[src/rtl/mem_arb_pkg.sv]
// Shared memory-port definitions: opcodes and the default bus widths used by
// softreset and the other frame-memory clients.
package mem_arb_pkg;

  localparam int MEM_ADDR_W = 17;
  localparam int MEM_DATA_W = 32;
  localparam int MEM_OP_W   = 4;

  typedef enum logic [MEM_OP_W-1:0] {
    OP_NOP   = 4'd0,
    OP_WRITE = 4'd1,
    OP_READ  = 4'd2
  } mem_op_e;

endpackage

[src/rtl/rd_id_fifo.sv]
// Synchronous FIFO of client IDs for reads issued to memory but not yet returned.
module rd_id_fifo #(
  parameter  int W     = 2,
  parameter  int DEPTH = 4,
  localparam int PTR_W = $clog2(DEPTH)
) (
  input  logic             clk,
  input  logic             rst,
  input  logic             push,
  input  logic             pop,
  input  logic [W-1:0]     wr_id,
  output logic [W-1:0]     rd_id,
  output logic             full,
  output logic             empty,
  output logic [PTR_W:0]   count
);

  logic [W-1:0]     id_q [DEPTH];
  logic [PTR_W-1:0] wr_ptr;
  logic [PTR_W-1:0] rd_ptr;
  logic             do_push;
  logic             do_pop;

  assign full    = (count == (PTR_W+1)'(DEPTH));
  assign empty   = (count == '0);
  assign do_push = push && !full;
  assign do_pop  = pop && !empty;
  assign rd_id   = id_q[rd_ptr];

  // Pointers wrap naturally because DEPTH is a power of two.
  always_ff @(posedge clk) begin
    if (rst) begin
      wr_ptr <= '0;
      rd_ptr <= '0;
      count  <= '0;
    end else begin
      if (do_push) wr_ptr <= wr_ptr + 1'b1;
      if (do_pop)  rd_ptr <= rd_ptr + 1'b1;
      count <= count + (PTR_W+1)'(do_push) - (PTR_W+1)'(do_pop);
    end
  end

  always_ff @(posedge clk) begin
    if (do_push) id_q[wr_ptr] <= wr_id;
  end

endmodule

[src/rtl/mem_arbiter.sv]
// Round-robin arbiter in front of the frame-memory port: one registered request
// stage toward memory, in-order read data routed back by an ID FIFO.
module mem_arbiter
  import mem_arb_pkg::*;
#(
  parameter  int NUM_CLIENTS = 3,
  parameter  int ADDR_W      = MEM_ADDR_W,
  parameter  int DATA_W      = MEM_DATA_W,
  parameter  int OP_W        = MEM_OP_W,
  parameter  int RD_DEPTH    = 4,
  localparam int ID_W        = (NUM_CLIENTS > 1) ? $clog2(NUM_CLIENTS) : 1,
  localparam int CNT_W       = $clog2(RD_DEPTH) + 1
) (
  input  logic                          clk,
  input  logic                          rst,
  input  logic [NUM_CLIENTS*ADDR_W-1:0] cli_addr,
  input  logic [NUM_CLIENTS*DATA_W-1:0] cli_wr_data,
  input  logic [NUM_CLIENTS*OP_W-1:0]   cli_op,
  input  logic [NUM_CLIENTS-1:0]        cli_rts_in,
  output logic [NUM_CLIENTS-1:0]        cli_rtr_out,
  output logic [DATA_W-1:0]             cli_rd_data,
  output logic [NUM_CLIENTS-1:0]        cli_rd_valid,
  output logic [ADDR_W-1:0]             mem_addr,
  output logic [DATA_W-1:0]             mem_wr_data,
  output logic [OP_W-1:0]               mem_op,
  output logic                          mem_rts_out,
  input  logic                          mem_rtr_in,
  input  logic [DATA_W-1:0]             mem_rd_data_in,
  input  logic                          mem_rd_valid_in,
  output logic                          rd_err
);

  logic [ID_W-1:0]        rr_ptr;
  logic [NUM_CLIENTS-1:0] is_read;
  logic [NUM_CLIENTS-1:0] is_fwd;
  logic [NUM_CLIENTS-1:0] cand;
  logic                   found;
  logic                   grant;
  logic                   can_load;
  logic [ID_W-1:0]        gnt_idx;
  logic [ID_W:0]          srch;
  logic [ADDR_W-1:0]      g_addr;
  logic [DATA_W-1:0]      g_data;
  logic [OP_W-1:0]        g_op;
  logic                   g_read;
  logic                   g_fwd;
  logic                   fifo_full;
  logic                   fifo_empty;
  logic [ID_W-1:0]        fifo_rd_id;
  logic [CNT_W-1:0]       fifo_count;
  logic                   rd_pop;

  for (genvar i = 0; i < NUM_CLIENTS; i++) begin : g_cli
    logic [OP_W-1:0] op;
    assign op         = cli_op[i*OP_W +: OP_W];
    assign is_read[i] = (op == OP_W'(OP_READ));
    assign is_fwd[i]  = (op == OP_W'(OP_READ)) || (op == OP_W'(OP_WRITE));
    // A read can't be issued when there is no room to remember who asked.
    assign cand[i]    = cli_rts_in[i] && !(is_read[i] && fifo_full);
  end

  assign can_load = !mem_rts_out || mem_rtr_in;

  always_comb begin
    found   = 1'b0;
    gnt_idx = '0;
    srch    = '0;
    for (int k = 0; k < NUM_CLIENTS; k++) begin
      srch = {1'b0, rr_ptr} + (ID_W+1)'(k);
      if (srch >= (ID_W+1)'(NUM_CLIENTS)) srch = srch - (ID_W+1)'(NUM_CLIENTS);
      if (!found && cand[srch[ID_W-1:0]]) begin
        found   = 1'b1;
        gnt_idx = srch[ID_W-1:0];
      end
    end
  end

  always_comb begin
    g_addr = '0;
    g_data = '0;
    g_op   = '0;
    g_read = 1'b0;
    g_fwd  = 1'b0;
    for (int i = 0; i < NUM_CLIENTS; i++) begin
      if (gnt_idx == ID_W'(i)) begin
        g_addr = cli_addr[i*ADDR_W +: ADDR_W];
        g_data = cli_wr_data[i*DATA_W +: DATA_W];
        g_op   = cli_op[i*OP_W +: OP_W];
        g_read = is_read[i];
        g_fwd  = is_fwd[i];
      end
    end
  end

  assign grant       = can_load && found;
  assign cli_rtr_out = grant ? (NUM_CLIENTS'(1) << gnt_idx) : '0;
  assign rd_pop      = mem_rd_valid_in && !fifo_empty;

  rd_id_fifo #(
    .W     (ID_W),
    .DEPTH (RD_DEPTH)
  ) u_rd_id_fifo (
    .clk   (clk),
    .rst   (rst),
    .push  (grant && g_read),
    .pop   (rd_pop),
    .wr_id (gnt_idx),
    .rd_id (fifo_rd_id),
    .full  (fifo_full),
    .empty (fifo_empty),
    .count (fifo_count)
  );

  // Request stage: grant -> registered memory request
  always_ff @(posedge clk) begin
    if (rst) begin
      rr_ptr      <= '0;
      mem_rts_out <= 1'b0;
      mem_addr    <= '0;
      mem_wr_data <= '0;
      mem_op      <= '0;
    end else begin
      if (grant) begin
        rr_ptr <= (gnt_idx == ID_W'(NUM_CLIENTS - 1)) ? '0 : gnt_idx + 1'b1;
      end
      if (grant && g_fwd) begin
        mem_addr    <= g_addr;
        mem_wr_data <= g_data;
        mem_op      <= g_op;
        mem_rts_out <= 1'b1;
      end else if (mem_rtr_in) begin
        mem_rts_out <= 1'b0;
      end
    end
  end

  // Return stage: memory read data -> issuing client
  always_ff @(posedge clk) begin
    if (rst) begin
      cli_rd_valid <= '0;
      cli_rd_data  <= '0;
      rd_err       <= 1'b0;
    end else begin
      cli_rd_valid <= rd_pop ? (NUM_CLIENTS'(1) << fifo_rd_id) : '0;
      if (rd_pop) cli_rd_data <= mem_rd_data_in;
      if (mem_rd_valid_in && fifo_empty) rd_err <= 1'b1;
    end
  end

endmodule

[config.mk]
export PLATFORM = sky130hd
export DESIGN_NAME = mem_arbiter
export DESIGN_NICKNAME = d
export VERILOG_FILES = /design/src/rtl/mem_arb_pkg.sv /design/src/rtl/rd_id_fifo.sv /design/src/rtl/mem_arbiter.sv
export SDC_FILE = /design/constraint.sdc
export NUM_CORES = 1
export LEC_CHECK = 0
export BUFFER_PORTS_ARGS = -buffer_cell sky130_fd_sc_hd__clkbuf_2
export CAP_MARGIN = 5
export CORE_ASPECT_RATIO = 1.4
export CORE_MARGIN = 5
export CORE_UTILIZATION = 40
export DETAILED_ROUTE_END_ITERATION = 7
export GPL_ROUTABILITY_DRIVEN = 0
export MAX_ROUTING_LAYER = met4
export PLACE_DENSITY = 0.83
export SLEW_MARGIN = 5
export SYNTH_ARGS = -nofsm -noshare
export SYNTH_HDL_FRONTEND = slang
export SYNTH_HIERARCHICAL = 1
export SYNTH_SLANG_ARGS = --single-unit
[constraint.sdc]
create_clock -name clk -period 4.6 [get_ports clk]
set_input_delay 0.69 -clock clk [delete_from_list [all_inputs] [get_ports clk]]
set_output_delay 0.69 -clock clk [all_outputs]
set_load 0.02 [all_outputs]
==> impl_metrics.env, run 1 <==
export IMPL_worst_hold_path_endpoint="mem_wr_data[31]"
export IMPL_reg2reg_from="u_rd_id_fifo/count[2]"
export IMPL_grt_max_degree=108
export IMPL_initialDrtViolationCount=318
export IMPL_tritoncts="built"
export IMPL_min_period_over_period=0.910
export IMPL_critical_path_slowest_cell="a2111oi_4"
export IMPL_cts_buffer_depth=2
export IMPL_power_frac_seq=0.324
export IMPL_regToRegSetupSlack_ns=0.42
export IMPL_rsz_0062_raised_after_global_routing="no"
export IMPL_multi_input_area_sq_um=2750
export IMPL_netSwitchingPower_mw=1.60
export IMPL_status="finished, final reports clean"
export IMPL_ctsResizeCount=0
export IMPL_net_count_synth=819
export IMPL_worstPathBufferInverterCount=4
export IMPL_ys_async_sr_fraction=0
export IMPL_timing_final_max_slew_violations=0
export IMPL_rr_worst_depth=18
export IMPL_area_sequential_sq_um=2260
export IMPL_cts_hold_buffers_added=0
export IMPL_tightest_slew_ns=1.05
export IMPL_cts_setup_buffers=0
export IMPL_cts_buffers=9
export IMPL_synth_cell_area_sq_um=5250
export IMPL_clock_power_share=0.200
export IMPL_drc_errors=0
export IMPL_path_cells="nor3b_4, a21boi_1, a2111oi_4, and3_1, nor2_4, mux2_2, or2_1, inv_1, inv_1, nor2_1, inv_1, ha_1, inv_1, ha_1, fa_1, xnor2_1, xnor2_1, nor2_1"
export IMPL_row_count=49
export IMPL_critPathRequiredTime_ns=4.79
export IMPL_drt_wl_total_um=16100
export IMPL_hold_start="mem_wr_data[31]"
export IMPL_clk_pin_slew_ns=0.08
export IMPL_layout_area_overhead_vs_synth_pct=36.1
export IMPL_whs_path_depth=2
export IMPL_synthesis_yosys_warnings=6
export IMPL_worst_slew_margin=0.297
export IMPL_track_usage=0.209
export IMPL_syn_instance_count=611
export IMPL_final_instance_count_excl_fill=1038
export IMPL_timing_clock_skew_ns=0.0114
export IMPL_worst_path_max_fanout=10
export IMPL_path_class="reg -> reg"
export IMPL_setup_violations_final=0
export IMPL_worst_path_largest_cell_delay_ns=0.50
export IMPL_place_hpwl_um=12300
export IMPL_clk_insertion_delay_late_ns=0.34
export IMPL_grt_pass1_vias=5473
export IMPL_timing_critical_path_from_type="register"
export IMPL_capture_instance_of_the_worst_register_to_register_path="u_rd_id_fifo/count[2]"
export IMPL_post_synth_cell_area_avg_sq_um=8.59
export IMPL_layout_commonest_cell="clkbuf_2"
export IMPL_ios=291
export IMPL_crit_family="simple AND/OR/NAND/NOR gates"
export IMPL_synth_seq_cells=109
export IMPL_critical_path_most_common_cell="inv_1"
export IMPL_p_leak_nw=3.42
export IMPL_period_minus_slack_ns=4.18
export IMPL_dr_total_vias=5348
export IMPL_timing_hold_violations_final=0
export IMPL_grt_first_pass_wirelength_um=25800
export IMPL_routedWlPerCell_um=15.5
export IMPL_placedCellCount=1022
export IMPL_clock_sinks=109
export IMPL_worst_endpoint_arrival_ns=4.37
export IMPL_synth_main_ff_cell="dfxtp_1"
export IMPL_internal_power_mw=2.28
export IMPL_gr_total_overflow=0
export IMPL_layout_cells_most_common_list="clkbuf_2 (289), nand2_1 (106), dfxtp_1 (101)"
export IMPL_antenna_diode_count=0
export IMPL_highest_clock_rate_ghz=0.239
export IMPL_first_pass_iters=6
export IMPL_synth_enable_flop_cells=8
export IMPL_fillerInstances=1226
export IMPL_number_of_antenna_violations_at_the_first_check_in_global_routing=0
export IMPL_vias_per_cell=5.15
export IMPL_cts_max_level=3
export IMPL_critical_path_endpoint_type="register"
export IMPL_nNetsFinal=1088
export IMPL_port_buffers=290
export IMPL_power_per_cell_area_nw_per_um2=543
export IMPL_floorplan_die_area_sq_um=15500
export IMPL_totalNegativeSetupSlack_ns=0
export IMPL_die_h_um=146
export IMPL_core_region_area_sq_um=12900
export IMPL_die_w_um=107
export IMPL_yosysSeqAreaShare=0.431
export IMPL_fin_worst_hold_slack_ns=0.452
export IMPL_antenna_left=0
export IMPL_final_layout_size_suffix_gt1_frac=0.380
export IMPL_peakVddDrop_v=0.000318
export IMPL_hold_crit_path_type="reg -> reg"
export IMPL_netSwitchingFraction=0.413
export IMPL_power_frac_comb=0.476
export IMPL_max_cap_violations=0
export IMPL_clockRootBuffer="clkbuf_16"
export IMPL_library_cells_used_by_synthesis=55
export IMPL_initial_core_util=0.408
==> flip-flops by register name, indices dropped and copies added (netlist names), named ones only <==
name,cells
mem_op,4
mem_rts_out,1
cli_rd_data,32
cli_rd_valid,3
rd_err,1
u_rd_id_fifo/rd_ptr,2
u_rd_id_fifo/wr_ptr,2
u_rd_id_fifo/count,3
u_rd_id_fifo/id_q,8
mem_addr,17
rr_ptr,2
mem_wr_data,32
==> worst max-delay path by stage <==
| stage | startpoint | end | slack (ns) | depth (start not counted) |
|---|---|---|---|---|
| 2_1_floorplan | cli_op[8] | u_rd_id_fifo/count[2] | 0.17 | 19 |
| 3_3_place_gp | cli_op[8] | u_rd_id_fifo/count[2] | 0.19 | 20 |
| 3_5_place_dp | cli_op[8] | u_rd_id_fifo/count[2] | 0.11 | 20 |
| 4_1_cts | u_rd_id_fifo/count[2] | u_rd_id_fifo/count[2] | 0.29 | 18 |
| 5_1_grt | u_rd_id_fifo/count[2] | u_rd_id_fifo/count[2] | 0.09 | 18 |
| 6_report | u_rd_id_fifo/count[2] | u_rd_id_fifo/count[2] | 0.42 | 18 |
==> per-stage QoR <==
stage | worst slack, ns | util | total power [mW] | instance area [sq um]
6_report | 0.415 | 0.555 | 3.88 | 7140
3_3_place_gp | 0.186 | 0.531 | 3.10 | 6840
5_1_grt | 0.0862 | 0.555 | 4.15 | 7140
4_1_cts | 0.286 | 0.554 | 3.92 | 7140
3_5_place_dp | 0.109 | 0.531 | 3.13 | 6840
2_1_floorplan | 0.173 | - | 2.54 | 5250
==> layout make-up <==
| type | instances | area share |
|---|---|---|
| Clock buffer | 11 | 0.0356 |
| Inverter | 17 | 0.00893 |
| Timing Repair Buffer | 304 | 0.220 |
| Sequential cell | 109 | 0.317 |
| Tap cell | 153 | 0.0268 |
| Clock inverter | 5 | 0.00666 |
| Multi-Input combinational cell | 439 | 0.385 |
==> synthesized netlist by cell type (2+ instances only) <==
library cell  instances  area [sq um]
a21oi_1              76           380
nand3b_1              6          45.0
or3_1                 2          12.5
a211oi_1              2          15.0
o21ai_0               3          15.0
nor4b_2               2          30.0
and2_1               26           163
or4_1                 2          15.0
clkbuf_1             33           124
mux2i_1              32           320
nor2_1               67           251
xnor2_1               5          43.8
mux4_2                2          45.0
o221ai_1              6          52.6
nor3_1                3          15.0
nor4b_1               3          26.3
nand2_1             106           398
o31ai_2               2          25.0
buf_6                 2          22.5
a221o_1              23           230
a211o_1              22           193
and3b_1               2          17.5
edfxtp_1              8           240
and3_1                2          12.5
ha_1                  9           113
buf_1                 6          22.5
buf_2                 3          15.0
nand2b_1              4          25.0
nor2b_1               5          31.3
inv_1                16          60.1
buf_4                 2          15.0
dfxtp_1             101          2020
o21ai_1               6          30.0
==> power groups by stage <==
stage | logic [mW] | registers (mW) | clock network, mW
final | 1.85 | 1.26 | 0.776
after global placement | 1.83 | 1.27 | 0
after global routing | 2.03 | 1.28 | 0.840
after CTS | 1.86 | 1.26 | 0.800
after detailed placement | 1.86 | 1.27 | 0
after floorplan | 1.06 | 1.48 | 0
==> routing by layer <==
metal / part of all wire / up-vias / global-route usage
met3: 0.069 / 38 / 0.0368
met1: 0.38 / 2397 / 0.225
met5: 0 / - / -
met2: 0.52 / 249 / 0.373
li1: - / 2664 / -
met4: 0.036 / 0 / 0.0915
==> worst min-delay path: cells and delay by family (launching register included) <==
kind | cells | cell delay (ns)
DFF | 1 | 0.31
AOI/OAI and AO/OA | 1 | 0.05
and+or+nand+nor | 1 | 0.05
==> logic make-up (layout without fill, tap and decap cells) <==
family,count (synthesis),in the layout,synth area share
simple gates,238,238,0.211
compound gates,150,150,0.200
flops,109,109,0.431
buf+inv,63,337,0.0501
mux,35,35,0.0718
fa+ha+maj,10,10,0.0253
xor+xnor,6,6,0.0100
(Power assumes the default switching activity.)
==> inputs of run 2 (changes only) <==
--- a/config.mk
+++ b/config.mk
@@ -12,8 +12,8 @@
 export CORE_UTILIZATION = 40
 export DETAILED_ROUTE_END_ITERATION = 7
 export GPL_ROUTABILITY_DRIVEN = 0
-export MAX_ROUTING_LAYER = met4
 export PLACE_DENSITY = 0.83
+export REMOVE_ABC_BUFFERS = 1
 export SLEW_MARGIN = 5
 export SYNTH_ARGS = -nofsm -noshare
 export SYNTH_HDL_FRONTEND = slang
==> impl_metrics.env, run 2 (same netlist as run 1, synthesis figures left out) <==
export IMPL_status="finished, final reports clean"
export IMPL_stdcell_area_sq_um=7150
export IMPL_core_region_area_sq_um=12900
export IMPL_first_pass_iters=4
export IMPL_dr_total_vias=5412
export IMPL_nNetsFinal=1089
export IMPL_number_of_antenna_violations_at_the_first_check_in_global_routing=0
export IMPL_antenna_diode_count=0
export IMPL_cts_max_level=3
export IMPL_layout_core_utilization=0.555
export IMPL_timing_final_max_slew_violations=0
export IMPL_cts_buffers=9
export IMPL_clockRootBuffer="clkbuf_16"
export IMPL_gr_total_overflow=0
export IMPL_row_count=49
export IMPL_critical_path_slowest_cell="a2111oi_4"
export IMPL_timing_clock_skew_ns=0.0125
export IMPL_setup_violations_final=0
export IMPL_clk_insertion_delay_late_ns=0.34
export IMPL_critical_path_endpoint_type="register"
export IMPL_highest_clock_rate_ghz=0.234
export IMPL_antenna_left=0
export IMPL_die_w_um=107
export IMPL_totalNegativeSetupSlack_ns=0
export IMPL_period_minus_slack_ns=4.27
export IMPL_min_period_over_period=0.929
export IMPL_peakVddDrop_v=0.000250
export IMPL_crit_family="simple AND/OR/NAND/NOR gates"
export IMPL_drc_errors=0
export IMPL_grt_max_degree=78
export IMPL_cts_hold_buffers_added=0
export IMPL_rsz_0062_raised_after_global_routing="no"
export IMPL_critPathRequiredTime_ns=4.80
export IMPL_worst_path_max_fanout=10
export IMPL_clock_sinks=109
export IMPL_worstPathBufferInverterCount=4
export IMPL_placement_cell_area_sq_um=6840
export IMPL_final_layout_size_suffix_gt1_frac=0.381
export IMPL_grt_first_pass_wirelength_um=25400
export IMPL_ios=291
export IMPL_worst_path_largest_cell_delay_ns=0.55
export IMPL_die_h_um=146
export IMPL_initial_core_util=0.408
export IMPL_cts_buffer_depth=2
export IMPL_worst_slew_margin=0.466
export IMPL_vias_per_cell=5.21
export IMPL_layout_commonest_cell="clkbuf_2"
export IMPL_initialDrtViolationCount=240
export IMPL_tightest_slew_ns=0.802
export IMPL_floorplan_die_area_sq_um=15500
export IMPL_path_cells="nor3b_4, a21boi_1, a2111oi_4, and3_1, nor2_2, mux2_2, or2_1, inv_1, inv_1, nor2_1, inv_1, ha_1, inv_1, ha_1, fa_1, xnor2_1, xnor2_1, nor2_1"
export IMPL_track_usage=0.203
export IMPL_max_cap_violations=0
export IMPL_clk_pin_slew_ns=0.08
export IMPL_p_leak_nw=3.43
export IMPL_path_class="reg -> reg"
export IMPL_largestRegisters="cli_rd_data x32, mem_wr_data x32, mem_addr x17"
export IMPL_place_hpwl_um=12900
export IMPL_critical_path_most_common_cell="inv_1"
export IMPL_timing_hold_violations_final=0
export IMPL_layout_area_overhead_vs_synth_pct=36.2
export IMPL_worst_endpoint_arrival_ns=4.48
export IMPL_routedWlPerCell_um=16.3
export IMPL_power_per_cell_area_nw_per_um2=544
export IMPL_timing_critical_path_from_type="register"
export IMPL_drt_wl_total_um=16900
export IMPL_layout_cells_most_common_list="clkbuf_2 (289), nand2_1 (106), dfxtp_1 (101)"
export IMPL_grt_pass1_vias=5241
export IMPL_port_buffers=290
export IMPL_tritoncts="built"
export IMPL_hold_crit_path_type="reg -> reg"
[run 2: path summary, 6_finish.rpt]
| kind | startpoint | endpoint | slack [ns] | depth (start not counted) |
|---|---|---|---|---|
| max reg2reg | u_rd_id_fifo/count[2] | u_rd_id_fifo/count[2] | 0.33 | 18 |
| max | u_rd_id_fifo/count[2] | u_rd_id_fifo/count[2] | 0.33 | 18 |
| min reg2reg | mem_addr[14] | mem_addr[14] | 0.45 | 2 |
| min | mem_addr[14] | mem_addr[14] | 0.45 | 2 |
[run 2: final cells by class]
type,count,area [sq um]
clock buffer,10,239
clock inverter,6,62.6
fill,1197,5730
inverter,17,63.8
multi-input combinational,439,2750
sequential,109,2260
tap,153,191
timing repair buffer,305,1580
[run 2: tightest hold or removal path: stages (launching register included)]
cell	delay, ns
dfxtp_1	0.31
nand2_1	0.05
a21oi_1	0.05
[run 2: what timing repair did]
action | in CTS | in global routing
buffers inserted | 0 | 0
gates resized for setup | 0 | 1
setup endpoints to repair | 0 | 1
[run 2: layer usage]
layer | up-vias | global-route usage | wire length [um]
met4 | 0 | 0.0800 | 479
met5 | - | 0 | 0
met1 | 2431 | 0.219 | 6350
li1 | 2667 | - | -
met2 | 282 | 0.361 | 8380
met3 | 32 | 0.0661 | 1710
[run 2: where the power goes]
part | internal, mW | switching (mW)
clock | 0.398 | 0.372
sequential | 1.15 | 0.106
combinational | 0.704 | 1.15
[run 2: stage by stage]
step | setup slack, ns | hold slack, ns | instances | power (mW)
global route | 0.0222 | 0.469 | 1039 | 4.13
detailed placement | 0.115 | 0.442 | 1023 | 3.14
CTS | 0.218 | 0.453 | 1039 | 3.93
global placement | 0.218 | 0.437 | 1023 | 3.11
floorplan | -1.07 | 0.452 | 565 | 2.47
finish | 0.327 | 0.451 | 1039 | 3.89
